## src/rtl/conv_pkg.sv

```systemverilog
// Shared types and constants for the CONV command scheduler.
package conv_pkg;

  localparam int unsigned IMG_LOG2_DEF = 6;
  localparam int unsigned IMG_SIDE     = 64;
  localparam int unsigned ADDR_W_DEF   = 12;
  localparam int unsigned TAP_CNT      = 9;
  localparam int unsigned POOL_RD_CNT  = 4;
  localparam int unsigned TAP_W        = 4;

  localparam logic [2:0] CSEL_NONE = 3'b000;
  localparam logic [2:0] CSEL_L0   = 3'b001;
  localparam logic [2:0] CSEL_L1   = 3'b011;

  typedef enum logic [1:0] {
    OP_IMG_TAP = 2'd0,
    OP_WR_L0   = 2'd1,
    OP_RD_L0   = 2'd2,
    OP_WR_L1   = 2'd3
  } cmd_op_e;

  typedef enum logic [2:0] {
    ST_IDLE     = 3'd0,
    ST_CONV_TAP = 3'd1,
    ST_CONV_WR  = 3'd2,
    ST_POOL_RD  = 3'd3,
    ST_POOL_WR  = 3'd4,
    ST_DONE     = 3'd5
  } state_e;

  // 3x3 window offsets, row-major: tap k -> dy = k/3-1, dx = k%3-1
  localparam logic signed [1:0] TAP_DX [TAP_CNT] = '{
    2'sb11, 2'sb00, 2'sb01,
    2'sb11, 2'sb00, 2'sb01,
    2'sb11, 2'sb00, 2'sb01
  };
  localparam logic signed [1:0] TAP_DY [TAP_CNT] = '{
    2'sb11, 2'sb11, 2'sb11,
    2'sb00, 2'sb00, 2'sb00,
    2'sb01, 2'sb01, 2'sb01
  };

endpackage

```

## src/rtl/conv_win_addr.sv

```systemverilog
// Image-tap address generator: maps (x, y, tap) to a padded image address.
module conv_win_addr
  import conv_pkg::*;
#(
  parameter int unsigned IMG_LOG2 = IMG_LOG2_DEF,
  parameter int unsigned ADDR_W   = ADDR_W_DEF
) (
  input  logic [IMG_LOG2-1:0] x,
  input  logic [IMG_LOG2-1:0] y,
  input  logic [TAP_W-1:0]    tap,
  output logic [ADDR_W-1:0]   addr,
  output logic                pad,
  output logic                last
);

  // One extra bit so that -1 and SIDE both land with the top bit set
  localparam int unsigned SW = IMG_LOG2 + 1;

  logic [TAP_W-1:0]     tap_idx;
  logic signed [1:0]    dx;
  logic signed [1:0]    dy;
  logic signed [SW-1:0] px;
  logic signed [SW-1:0] py;

  // Neighbour coordinate, out-of-image detection and final tap flag
  always_comb begin
    tap_idx = (tap < TAP_W'(TAP_CNT)) ? tap : '0;
    dx      = TAP_DX[tap_idx];
    dy      = TAP_DY[tap_idx];
    px      = $signed({1'b0, x}) + SW'(dx);
    py      = $signed({1'b0, y}) + SW'(dy);
    pad     = px[SW-1] | py[SW-1];
    addr    = pad ? '0 : ADDR_W'({py[IMG_LOG2-1:0], px[IMG_LOG2-1:0]});
    last    = (tap == TAP_W'(TAP_CNT - 1));
  end

endmodule

```

## src/rtl/conv_sched.sv

```systemverilog
// CONV flow command scheduler: conv taps/writes then pool reads/writes over one valid/ready stream.
module conv_sched
  import conv_pkg::*;
#(
  parameter int unsigned IMG_LOG2 = IMG_LOG2_DEF,
  parameter int unsigned ADDR_W   = ADDR_W_DEF
) (
  input  logic              clk,
  input  logic              reset,
  input  logic              ready,
  output logic              busy,
  output logic              cmd_valid,
  input  logic              cmd_ready,
  output logic [1:0]        cmd_op,
  output logic [ADDR_W-1:0] cmd_addr,
  output logic              cmd_pad,
  output logic              cmd_last,
  output logic [2:0]        csel
);

  localparam logic [IMG_LOG2-1:0] X_MAX    = '1;
  localparam logic [IMG_LOG2-1:0] POOL_MAX = X_MAX - IMG_LOG2'(1);
  localparam logic [TAP_W-1:0]    TAP_LAST = TAP_W'(TAP_CNT - 1);
  localparam logic [TAP_W-1:0]    RD_LAST  = TAP_W'(POOL_RD_CNT - 1);

  state_e              state_q;
  state_e              nxt_state;
  logic [IMG_LOG2-1:0] x_q;
  logic [IMG_LOG2-1:0] y_q;
  logic [TAP_W-1:0]    tap_q;
  logic [IMG_LOG2-1:0] nx;
  logic [IMG_LOG2-1:0] ny;
  logic [TAP_W-1:0]    ntap;
  logic                xfer;

  logic [ADDR_W-1:0]   win_addr;
  logic                win_pad;
  logic                win_last;
  logic [IMG_LOG2-1:0] rd_x;
  logic [IMG_LOG2-1:0] rd_y;

  cmd_op_e             n_op;
  logic [ADDR_W-1:0]   n_addr;
  logic                n_pad;
  logic                n_last;
  logic [2:0]          n_csel;
  logic                n_valid;
  logic                n_busy;

  assign xfer = cmd_valid & cmd_ready;

  // Next state and counters; counters only move on an accepted command
  always_comb begin
    nxt_state = state_q;
    nx        = x_q;
    ny        = y_q;
    ntap      = tap_q;
    case (state_q)
      ST_IDLE: begin
        if (ready) begin
          nxt_state = ST_CONV_TAP;
          nx        = '0;
          ny        = '0;
          ntap      = '0;
        end
      end
      ST_CONV_TAP: begin
        if (xfer) begin
          if (tap_q == TAP_LAST) begin
            nxt_state = ST_CONV_WR;
            ntap      = '0;
          end else begin
            ntap = tap_q + TAP_W'(1);
          end
        end
      end
      ST_CONV_WR: begin
        if (xfer) begin
          ntap = '0;
          if ((x_q == X_MAX) && (y_q == X_MAX)) begin
            nxt_state = ST_POOL_RD;
            nx        = '0;
            ny        = '0;
          end else begin
            nxt_state = ST_CONV_TAP;
            nx        = x_q + IMG_LOG2'(1);
            if (x_q == X_MAX) ny = y_q + IMG_LOG2'(1);
          end
        end
      end
      ST_POOL_RD: begin
        if (xfer) begin
          if (tap_q == RD_LAST) begin
            nxt_state = ST_POOL_WR;
            ntap      = '0;
          end else begin
            ntap = tap_q + TAP_W'(1);
          end
        end
      end
      ST_POOL_WR: begin
        if (xfer) begin
          ntap = '0;
          if ((x_q == POOL_MAX) && (y_q == POOL_MAX)) begin
            nxt_state = ST_DONE;
            nx        = '0;
            ny        = '0;
          end else begin
            nxt_state = ST_POOL_RD;
            nx        = x_q + IMG_LOG2'(2);
            if (x_q == POOL_MAX) ny = y_q + IMG_LOG2'(2);
          end
        end
      end
      ST_DONE: begin
        nxt_state = ST_IDLE;
        nx        = '0;
        ny        = '0;
        ntap      = '0;
      end
      default: begin
        nxt_state = ST_IDLE;
        nx        = '0;
        ny        = '0;
        ntap      = '0;
      end
    endcase
  end

  conv_win_addr #(
    .IMG_LOG2 (IMG_LOG2),
    .ADDR_W   (ADDR_W)
  ) u_win (
    .x    (nx),
    .y    (ny),
    .tap  (ntap),
    .addr (win_addr),
    .pad  (win_pad),
    .last (win_last)
  );

  // Pool read offsets within the 2x2 block: bit0 -> +x, bit1 -> +y
  assign rd_x = nx + IMG_LOG2'(ntap[0]);
  assign rd_y = ny + IMG_LOG2'(ntap[1]);

  // Command for the upcoming state; held unchanged while stalled since next == current
  always_comb begin
    n_op    = OP_IMG_TAP;
    n_addr  = '0;
    n_pad   = 1'b0;
    n_last  = 1'b0;
    n_csel  = CSEL_NONE;
    n_valid = 1'b0;
    n_busy  = 1'b0;
    case (nxt_state)
      ST_CONV_TAP: begin
        n_valid = 1'b1;
        n_busy  = 1'b1;
        n_addr  = win_addr;
        n_pad   = win_pad;
        n_last  = win_last;
      end
      ST_CONV_WR: begin
        n_valid = 1'b1;
        n_busy  = 1'b1;
        n_op    = OP_WR_L0;
        n_addr  = ADDR_W'({ny, nx});
        n_csel  = CSEL_L0;
      end
      ST_POOL_RD: begin
        n_valid = 1'b1;
        n_busy  = 1'b1;
        n_op    = OP_RD_L0;
        n_addr  = ADDR_W'({rd_y, rd_x});
        n_last  = (ntap == RD_LAST);
        n_csel  = CSEL_L0;
      end
      ST_POOL_WR: begin
        n_valid = 1'b1;
        n_busy  = 1'b1;
        n_op    = OP_WR_L1;
        n_addr  = ADDR_W'({ny[IMG_LOG2-1:1], nx[IMG_LOG2-1:1]});
        n_csel  = CSEL_L1;
      end
      default: ;
    endcase
  end

  // State, counters and registered command outputs
  always_ff @(posedge clk or negedge reset) begin
    if (!reset) begin
      state_q   <= ST_IDLE;
      x_q       <= '0;
      y_q       <= '0;
      tap_q     <= '0;
      busy      <= 1'b0;
      cmd_valid <= 1'b0;
      cmd_op    <= 2'd0;
      cmd_addr  <= '0;
      cmd_pad   <= 1'b0;
      cmd_last  <= 1'b0;
      csel      <= CSEL_NONE;
    end else begin
      state_q   <= nxt_state;
      x_q       <= nx;
      y_q       <= ny;
      tap_q     <= ntap;
      busy      <= n_busy;
      cmd_valid <= n_valid;
      cmd_op    <= n_op;
      cmd_addr  <= n_addr;
      cmd_pad   <= n_pad;
      cmd_last  <= n_last;
      csel      <= n_csel;
    end
  end

endmodule

```

## config.mk

```make
export PLATFORM = sky130hd
export DESIGN_NAME = conv_sched
export DESIGN_NICKNAME = d
export VERILOG_FILES = /design/src/rtl/conv_pkg.sv /design/src/rtl/conv_win_addr.sv /design/src/rtl/conv_sched.sv
export SDC_FILE = /design/constraint.sdc
export NUM_CORES = 1
export LEC_CHECK = 0
export CELL_PAD_IN_SITES_DETAIL_PLACEMENT = 2
export CELL_PAD_IN_SITES_GLOBAL_PLACEMENT = 2
export CORE_MARGIN = 2
export CORE_UTILIZATION = 40
export DETAILED_ROUTE_END_ITERATION = 10
export PLACE_DENSITY_LB_ADDON = 0.1
export SETUP_SLACK_MARGIN = 0.05
export SYNTH_ARGS = -nofsm -noshare
export SYNTH_HDL_FRONTEND = slang
export SYNTH_HIERARCHICAL = 1
export SYNTH_SLANG_ARGS = --single-unit
```

## constraint.sdc

```tcl
create_clock -name clk -period 8.3 [get_ports clk]
set_clock_uncertainty 0.15 [all_clocks]
set_input_delay 1.66 -clock clk [delete_from_list [all_inputs] [get_ports clk]]
set_output_delay 1.66 -clock clk [all_outputs]
set_load 0.03 [all_outputs]
```

Word level (Yosys, flattened, before mapping)
Memories as Yosys holds them, arrays and structs flattened.
Index checks and enable logic that the tools add are counted.
{"block": "totals", "reg_bits": 39, "mem_bits_ro": 64, "output_inout_bits": 21, "elab_cells": 92, "mem_count": 2}
{"block": "classes", "add_sub_neg": 9, "n_lt_le_gt_ge": 2, "eq_ne": 16, "n_mux": 43, "bitwise": 3, "n_reduce_logical": 7}
{"name": "(no name shown)", "depth": 16, "word_bits": 2, "rd": 1, "rd_ports_with_merged_regs": 0, "write_ports": 0, "line": "conv_win_addr.sv:28", "rtl": "dx = TAP_DX[tap_idx];"}
{"name": "(no name shown)", "depth": 16, "word_bits": 2, "rd": 1, "rd_ports_with_merged_regs": 0, "write_ports": 0, "line": "conv_win_addr.sv:29", "rtl": "dy = TAP_DY[tap_idx];"}
{"op": "6-bit 2-to-1 mux", "n": 12}
{"op": "12-bit case mux with 4 select lines", "n": 1}
{"op": "6-bit case mux with 4 select lines", "n": 2}
{"op": "4-bit 2-to-1 mux", "n": 7}
{"op": "6-bit == test (second input constant)", "n": 4}
{"op": "3-bit 2-to-1 mux", "n": 8}
{"op": "4-bit case mux with 4 select lines", "n": 1}
{"op": "3-bit case mux with 5 select lines", "n": 1}
{"op": "7-bit by 2-bit adder with 7-bit output", "n": 2}
{"op": "6-bit by 1-bit adder with 6-bit output", "n": 2}
{"op": "6-bit by 1-bit adder with 6-bit output (second input constant)", "n": 2}
{"op": "6-bit by 2-bit adder with 6-bit output (second input constant)", "n": 2}
{"op": "3-bit by 2-bit == test with 1-bit output (second input constant)", "n": 4}
{"op": "12-bit 2-to-1 mux", "n": 1}
{"op": "2-bit 2-to-1 mux", "n": 5}
{"op": "4-bit by 2-bit == test with 1-bit output (second input constant)", "n": 2}
{"op": "4-bit == test (second input constant)", "n": 2}
{"op": "3-bit by 1-bit == test with 1-bit output (second input constant)", "n": 2}
{"op": "3-bit == test (second input constant)", "n": 2}
{"op": "2-bit case mux with 3 select lines", "n": 1}
{"op": "2-bit OR reduction", "n": 3}
{"op": "5-bit greater-or-equal comparator (second input constant)", "n": 1}
{"op": "4-bit NOT with 5-bit output", "n": 1}
{"op": "4-bit by 1-bit adder with 4-bit output (second input constant)", "n": 1}
{"op": "other kinds (9)", "n": 11}

Depth between registers and ports, before layout
Gate-level depths: netlist of the first run.
{"block": "depth", "word_depth": 14, "depth_mapped": 22, "depth_no_buf": 21}

Cells and area by module
The synthesis of the first run kept the hierarchy.
{"module": "conv_sched", "n_inst": 1, "cells_per_inst": 292, "area_per_inst_um2": 2736.4, "seq_area_each_um2": 950.9}
{"module": "conv_win_addr", "n_inst": 1, "cells_per_inst": 100, "area_per_inst_um2": 769.5, "seq_area_each_um2": 0.0}

Least setup slack after synthesis of the first run
OpenSTA, ideal clock, no wires.
{"block": "synth_timing", "path_kind": "input -> register", "startpoint": "input cmd_ready", "endpoint": "register cmd_addr[9]", "setup_ns": 0.132, "t_arrival_ns": 5.763, "required_time_ns": 8.018, "setup_slack_ns": 2.256, "stages": 20, "path_buffers": 2, "cell_sequence": "buf_2 -> nand2_1 -> nor3_1 -> a21oi_1 -> o32ai_1 -> nand2b_1 -> inv_1 -> ha_1 -> o31ai_2 -> a211oi_4 -> xor2_1 -> ha_1 -> or4_1 -> o21ai_0 -> nand3b_1 -> nand3_2 -> buf_6 -> nor2_2 -> a32oi_1 -> o211ai_2"}
{"block": "synth_via", "elab_chain_cells": 13, "elab_cells_between_ends": 35, "cone_classes": "add/sub: 3; order compare: 1; eq/ne: 4; mux: 22; bitwise: 3; memory: 2"}
{"item": "start, declared", "line": "conv_sched.sv:13", "rtl": "input logic cmd_ready,"}
{"item": "1-bit bitwise AND (*)", "line": "conv_sched.sv:50", "rtl": "assign xfer = cmd_valid & cmd_ready;"}
{"item": "4-bit 2-to-1 mux, on equally long branches"}
{"item": "4-bit case mux with 4 select lines (*)", "line": "conv_sched.sv:58", "rtl": "case (state_q)"}
{"item": "via ntap[3]", "line": "conv_sched.sv:33", "rtl": "logic [TAP_W-1:0] ntap;"}
{"item": "4-bit less-than comparator", "line": "conv_win_addr.sv:27", "rtl": "tap_idx = (tap < TAP_W'(TAP_CNT)) ? tap : '0;"}
{"item": "4-bit 2-to-1 mux (*)", "line": "conv_win_addr.sv:27"}
{"item": "4-bit NOT with 5-bit output (implied by the code) (*)", "line": "conv_win_addr.sv:28, conv_win_addr.sv:29"}
{"item": "memory read 16 x 2 bit, on equally long branches"}
{"item": "2-bit 2-to-1 mux, on equally long branches (2 in a row)", "line": "conv_win_addr.sv:28, conv_win_addr.sv:29"}
{"item": "7-bit by 2-bit adder with 7-bit output, on equally long branches", "line": "conv_win_addr.sv:30, conv_win_addr.sv:31"}
{"item": "1-bit OR (*)", "line": "conv_win_addr.sv:32", "rtl": "pad = px[SW-1] | py[SW-1];"}
{"item": "via win_pad", "line": "conv_sched.sv:37", "rtl": "logic win_pad;"}
{"item": "12-bit 2-to-1 mux (*)", "line": "conv_win_addr.sv:33", "rtl": "addr = pad ? '0 : ADDR_W'({py[IMG_LOG2-1:0], px[IMG_LOG2-1:0]});"}
{"item": "via win_addr[9]", "line": "conv_sched.sv:36", "rtl": "logic [ADDR_W-1:0] win_addr;"}
{"item": "12-bit case mux with 4 select lines (*)", "line": "conv_sched.sv:155", "rtl": "case (nxt_state)"}
{"item": "via n_addr[9]", "line": "conv_sched.sv:43", "rtl": "logic [ADDR_W-1:0] n_addr;"}
{"item": "end signal, assigned", "line": "conv_sched.sv:211", "rtl": "cmd_addr <= n_addr;"}
{"item": "end, declared", "line": "conv_sched.sv:15", "rtl": "output logic [ADDR_W-1:0] cmd_addr,"}
The timed path passes the listed nets; every way through them passes the cells marked *. The select of a mux whose other input is x is not followed.

Worst setup path in the final report of the first run
{"block": "layout_timing", "startpoint": "input cmd_ready", "endpoint": "register cmd_addr[5]"}
Same word-level chain as after synthesis.

==> impl_metrics.yaml, run 1 <==
clock_tree:
  cts.root.buffer_cell: "clkbuf_8"
  path_clk_slew_ns: 0.08
  clock_sink_count: 38
  cts_buffer_depth: 2
  cts_resized: 0
  cts_tree: "built"
  cts_setup_buffers: 0
  htree_levels: 2
  cts_buffers: 5
  clock_latency_ns: 0.29
  hold_buffers: 0
grt:
  use_met2_pct: 44.0
  grt_max_degree: 39
  grt_use_met3_pct: 1.51
  grt_antenna_before_repair: 0
  use_met1_pct: 31.9
  grt_busiest_layer: "met2"
  grt_pass1_wl_mm: 18.9
  grt_pass1_vias: 3512
  grt_overflow: 0
  track_usage_pct: 24.8
synthesis:
  ys_ff_latch: 38
  async_flop_share_pct: 100
  netlist_top_cells_area: "dfrtp_1 (27%), ha_1 (7.9%), buf_6 (3.5%), mux2i_1 (3.1%), xor2_1 (3.0%)"
  yosys.area.top_type: "dfrtp_1"
  ys_types: 81
  synth_edf_count: 0
  synth_fp_nets: 418
  synth_ff_type: "dfrtp_1"
  avgSynthCellArea_um2: 8.94
  synth.most_common_cell: "dfrtp_1"
  yosysSeqAreaShare_pct: 27.1
  synth_cells: 392
  netlist_area_um2: 3510
  ys_warn_count: 6
  synth_top_area_share_pct: 27.1
  synthTopCellsByCount: "dfrtp_1 (38), nand2_1 (26), ha_1 (22), inv_1 (20), nor2_1 (20)"
power_and_ir_drop:
  powerDensity_nw_per_um2: 407
  leakage_nw: 1.56
  finalPower_mw: 1.54
  vdd_drop_max_uv: 278
floorplan:
  num_rows: 34
  die_area_um2: 9530
  die_w_um: 97.6
  pin_count: 25
  die_h_um: 97.6
  core_area_um2: 8590
  initial_core_util_pct: 40.8
sta:
  maxSlewViolCount: 0
  rsz0062_at_grt: "no"
  slew_headroom_pct: 42.4
  fin_hold_ws_ns: 0.519
  finalSetupViolations: 0
  worstMarginPinSlew_ns: 0.864
  period_needed_ns: 6.73
  max_freq_ghz: 0.149
  timing.setup.tns_ns: 0
  hold_viol_final: 0
  fin_crit_sh_pct: 81.1
critical_path:
  worstPathRequired_ns: 8.30
  arrival_ns: 6.73
  crit_chain: "clkdlybuf4s50_1, and3b_1, a21boi_0, nand2b_1, a32oi_1, o21a_1, nand2b_1, inv_1, ha_1, o31ai_2, a211oi_4, xor2_1, ha_1, or4_1, o21ai_0, nand3b_1, nand3_2, nor2_2, a22oi_1, nand3_1"
  critPathBufInv: 2
  end_kind: "flip-flop"
  critPathSlowestCell: "clkdlybuf4s50_1"
  critPathKind: "in -> reg"
  crit_family: "compound AO/OA/AOI/OAI gates"
  max_stage_delay_ns: 0.66
  cp_max_fo: 13
  crit_path_start_kind: "primary input"
  cp.depth: 20
  worstRegToRegCells: 16
route:
  drtPass1Iterations: 4
  via_per_inst: 6.30
  drt_iter0_markers: 128
  post-route-drc-count: 0
  wl_per_cell_um: 22.6
  drt_wl_total_mm: 11.5
  vias: 3209
  final_antenna_net_count: 0
finish:
  synthToLayoutAreaGrowth_pct: 7.85
  layout-drive-gt1-share_pct: 11.5
  n_antenna_cell: 0
  fin_nets: 426
outcome:
  status: "finished clean"
flow_run:
  maxCapViolCount: 0
placement:
  hpwl_mm: 8.78
  numPortBuffers: 23
  gp_congestion: 0.849
worst_hold_path:
  hold_path.class: "reg -> reg"
  whs_path_depth: 1
kinds of logic (layout without fill, tap and decap cells):
kind of cell	after synthesis	in the layout	synth area share (%)
compound gates	109	109	24.3
xor+xnor	16	16	4.00
fa+ha+maj	23	23	8.17
buf+inv	46	55	7.92
flops	38	38	27.1
mux	11	11	3.14
other cells	1	1	0.107
simple gates	148	148	25.3
per-stage QoR:
step                      setup WS [ns]  utilization [%]  cells  cell area [um^2]
after floorplan                    2.26                -    392              3510
after global placement             1.52             42.9    501              3690
after detailed placement           1.30             42.9    501              3690
after CTS                          1.60             44.0    509              3780
after global routing               1.17             44.0    509              3780
final                              1.57             44.0    509              3780
sequential cells by signal, summed over array words and instances (netlist names):
register   count
cmd_valid      1
cmd_addr      12
state_q        3
x_q            6
cmd_last       1
cmd_pad        1
y_q            6
tap_q          4
cmd_op         2
csel           2
worst reg2reg max path: stages, from the launching register on:
cell      delay [ns]
dfrtp_1         0.59
nor2b_1         0.49
a31oi_1         0.15
a21oi_1         0.69
nand2b_1        0.18
ha_1            0.37
o31ai_2         0.11
a211oi_4        0.55
xor2_1          0.14
ha_1            0.29
or4_1           0.45
o21ai_0         0.17
nand3b_1        0.14
nand3_2         0.31
nor2_2          0.07
a22oi_1         0.22
nand3_1         0.15
worst paths after layout:
kind,from,slack (ns),endpoint
max in group asynchronous,reset,6.15,cmd_last
min in group asynchronous,reset,1.31,y_q[1]
worst min-delay path,y_q[5],0.52,y_q[5]
worst min register to register,y_q[5],0.52,y_q[5]
worst max register to register,state_q[0],2.93,cmd_addr[5]
worst max-delay path,cmd_ready,1.57,cmd_addr[5]
placed cells by master (no fill, tap or decap), types with 3 or more instances in the layout:
master	n
dfrtp_1	38
nand2_1	26
ha_1	22
clkdlybuf4s50_1	22
nor2_1	20
inv_1	20
nand3_1	17
a21oi_1	15
o21ai_0	14
a31oi_1	12
xor2_1	12
nand4_1	11
mux2i_1	11
nor2_2	10
a22oi_1	8
and3_1	7
nor4_1	6
o31ai_1	6
clkbuf_8	6
nor2b_1	5
nand2b_1	5
nand3b_1	5
or4_1	4
a211oi_1	4
a41oi_1	4
or3_1	4
nor3_1	4
nor3b_1	4
xnor2_1	4
o21a_1	3
o2bb2ai_1	3
a32oi_1	3
o21ai_1	3
o22ai_1	3
power breakdown:
| group | internal (mW) | switching (mW) | total, mW |
|---|---|---|---|
| combinational | 0.411 | 0.697 | 1.11 |
| clock | 0.0668 | 0.0685 | 0.135 |
| sequential | 0.240 | 0.0574 | 0.297 |
| total | 0.718 | 0.823 | 1.54 |
metal layers:
layer	wire, um	share of wire (%)	vias to the layer above
met3	173	1.5	22
li1	-	-	1495
met4	325	2.8	0
met5	0	0	-
met1	5160	45	1644
met2	5850	51	48
final cells by class:
| cell class | count | area [um^2] |
|---|---|---|
| clock inverter | 2 | 12.5 |
| sequential | 38 | 951 |
| inverter | 22 | 82.6 |
| tap | 108 | 135 |
| timing repair buffer | 25 | 240 |
| fill | 962 | 4810 |
| multi-input combinational | 308 | 2280 |
| clock buffer | 6 | 82.6 |
No activity file was read; power rests on OpenSTA's default activity.
==> run 2: changes to the inputs <==
--- a/config.mk
+++ b/config.mk
@@ -8,7 +8,7 @@
 export CELL_PAD_IN_SITES_DETAIL_PLACEMENT = 2
 export CELL_PAD_IN_SITES_GLOBAL_PLACEMENT = 2
 export CORE_MARGIN = 2
-export CORE_UTILIZATION = 40
+export CORE_UTILIZATION = 37
 export DETAILED_ROUTE_END_ITERATION = 10
 export PLACE_DENSITY_LB_ADDON = 0.1
 export SETUP_SLACK_MARGIN = 0.05
==> constraint.sdc (replaced) <==
create_clock -name clk -period 6.46 [get_ports clk]
set_clock_uncertainty 0.15 [all_clocks]
set_input_delay 1.292 -clock clk [delete_from_list [all_inputs] [get_ports clk]]
set_output_delay 1.292 -clock clk [all_outputs]
set_load 0.03 [all_outputs]
==> run 2 against run 1 <==
Sequential share of layout area fell by 0.55 points; global-route usage fell by 2.3 points; clock power rose by 47%; largest power group unchanged; routed wire length fell by 3.6%; critical endpoint is now cmd_addr[11]; highest routed layer unchanged; clock-buffer cell count fell by 1; via count fell by 1.8%; die area rose by 7.8%; setup slack got worse by 0.74 ns; flip-flop and latch count did not move; sequential power rose by 28%; core utilization fell by 2.0 points.
==> impl_metrics.yaml, run 2 (synthesis results as in run 1) <==
finish:
  largest-register: "cmd_addr"
  n_antenna_cell: 0
  largest_reg_flops: 12
  layout-drive-gt1-share_pct: 13.4
  mostFrequentLayoutCell: "dfrtp_1"
  top_regs: "cmd_addr (12), x_q (6), y_q (6)"
  instances_no_fill: 521
  synthToLayoutAreaGrowth_pct: 10.3
  fin_nets: 435
  most-common-layout-cells: "dfrtp_1 (38), nand2_1 (26), ha_1 (22), clkdlybuf4s50_1 (22)"
  final_design_area_no_fill_um2: 3870
sta:
  timing.setup.tns_ns: 0
  fin_crit_sh_pct: 87.2
  period_needed_ns: 5.64
  maxSlewViolCount: 0
  max_freq_ghz: 0.177
  finalSetupViolations: 0
  worstMarginPinSlew_ns: 0.855
  rsz0062_at_grt: "no"
  slew_headroom_pct: 43.0
  hold_viol_final: 0
route:
  drt_iter0_markers: 103
  drt_wl_total_mm: 11.1
  final_antenna_net_count: 0
  via_per_inst: 6.05
  post-route-drc-count: 0
  vias: 3152
  wl_per_cell_um: 21.3
  drtPass1Iterations: 4
clock_tree:
  clock_sink_count: 38
  cts_setup_buffers: 0
  cts_tree: "built"
  clock_latency_ns: 0.29
  cts_buffers: 5
  path_clk_slew_ns: 0.08
  cts_resized: 0
  cts_buffer_depth: 2
  cts.root.buffer_cell: "clkbuf_8"
  hold_buffers: 0
  htree_levels: 2
power_and_ir_drop:
  powerDensity_nw_per_um2: 533
  p_comb_share_pct: 71.9
  leakage_nw: 1.62
  power.share.switching_pct: 51.7
  p_sw_mw: 1.07
  vdd_drop_max_uv: 367
  p_int_mw: 0.995
  pwr-share-clk_pct: 9.6
  seq_power_share_pct: 18.4
floorplan:
  die_h_um: 101
  num_rows: 35
  initial_core_util_pct: 38.1
  core_area_um2: 9200
  die_area_um2: 10300
  pin_count: 25
  die_w_um: 101
critical_path:
  end_kind: "flip-flop"
  critPathKind: "in -> reg"
  cp_max_fo: 13
  r2r_setup_slack_ns: 1.54
  arrival_ns: 5.70
  worstPathRequired_ns: 6.53
  crit_path_start_kind: "primary input"
grt:
  grt_pass1_wl_mm: 18.1
  grt_overflow: 0
  track_usage_pct: 22.5
  grt_pass1_vias: 3240
  grt_antenna_before_repair: 0
  grt_max_degree: 39
flow_run:
  maxCapViolCount: 0
worst_hold_path:
  hold_path.class: "reg -> reg"
placement:
  hpwl_mm: 8.60
  gp_congestion: 0.851
  placedCellCount: 513
  post_dp_cell_area_um2: 3760
  numPortBuffers: 23
outcome:
  status: "finished clean"
run 2: cell types whose count changed in the layout (fill, tap and decap cells not counted):
| cell | before | now |
|---|---|---|
| bufinv_16 | 0 | 1 |
| clkinv_2 | 1 | 2 |
| clkbuf_8 | 6 | 5 |
| buf_4 | 2 | 11 |
| clkinvlp_4 | 1 | 0 |
run 2: metrics by stage:
| step | total power, mW | utilization, % | hold slack [ns] | setup slack [ns] |
|---|---|---|---|---|
| 2_1_floorplan | 1.46 | - | 0.376 | 0.784 |
| 5_1_grt | 2.24 | 42.0 | 0.570 | 0.359 |
| 3_5_place_dp | 1.87 | 40.9 | 0.514 | 0.480 |
| 3_3_place_gp | 1.84 | 40.9 | 0.492 | 0.566 |
| 4_1_cts | 2.08 | 42.0 | 0.528 | 0.774 |
| 6_report | 2.06 | 42.0 | 0.531 | 0.825 |
run 2: critical path, cell delays in order:
cell,delay [ns]
clkdlybuf4s50_1,0.48
nand2_1,0.19
a31oi_1,0.36
o32ai_1,0.23
buf_4,0.19
nand2b_1,0.18
inv_1,0.10
ha_1,0.29
o31ai_1,0.11
a221o_1,0.34
ha_1,0.24
ha_1,0.23
a31o_2,0.26
a31oi_1,0.20
o22a_1,0.18
nand3_2,0.30
a31oi_1,0.28
nand2_1,0.12
o21ai_1,0.09
run 2: power groups by stage:
stage	logic (mW)	clock network, mW	registers [mW]
after floorplan	1.03	0	0.435
after global placement	1.45	0	0.383
after detailed placement	1.48	0	0.385
after CTS	1.49	0.205	0.379
after global routing	1.64	0.215	0.390
final	1.48	0.199	0.380
run 2: worst paths after layout:
path	start	end	depth (start not counted)
setup / recovery	cmd_ready	cmd_addr[11]	19
hold / removal	y_q[5]	y_q[5]	2
setup reg to reg	state_q[1]	cmd_addr[11]	18
hold reg to reg	y_q[5]	y_q[5]	2
max in group asynchronous	reset	x_q[3]	1
min in group asynchronous	reset	cmd_addr[0]	1
run 2: per-layer routing:
layer / GRT usage [%] / routed length (um) / vias to the layer above
met2: 37.9 / 5370 / 32
met1: 32.3 / 5460 / 1604
met5: 0 / 0 / -
met4: 4.47 / 125 / 0
met3: 1.24 / 122 / 7
li1: - / - / 1509
run 2: area by class of cell:
class                   instances  area (um^2)
multi-input cells             308         2280
clock inverters                 3         40.0
flip-flops and latches         38          951
repair buffers                 34          308
inverters                      22         82.6
clock buffers                   5         68.8
fillers                      1036         5330
well taps                     111          139
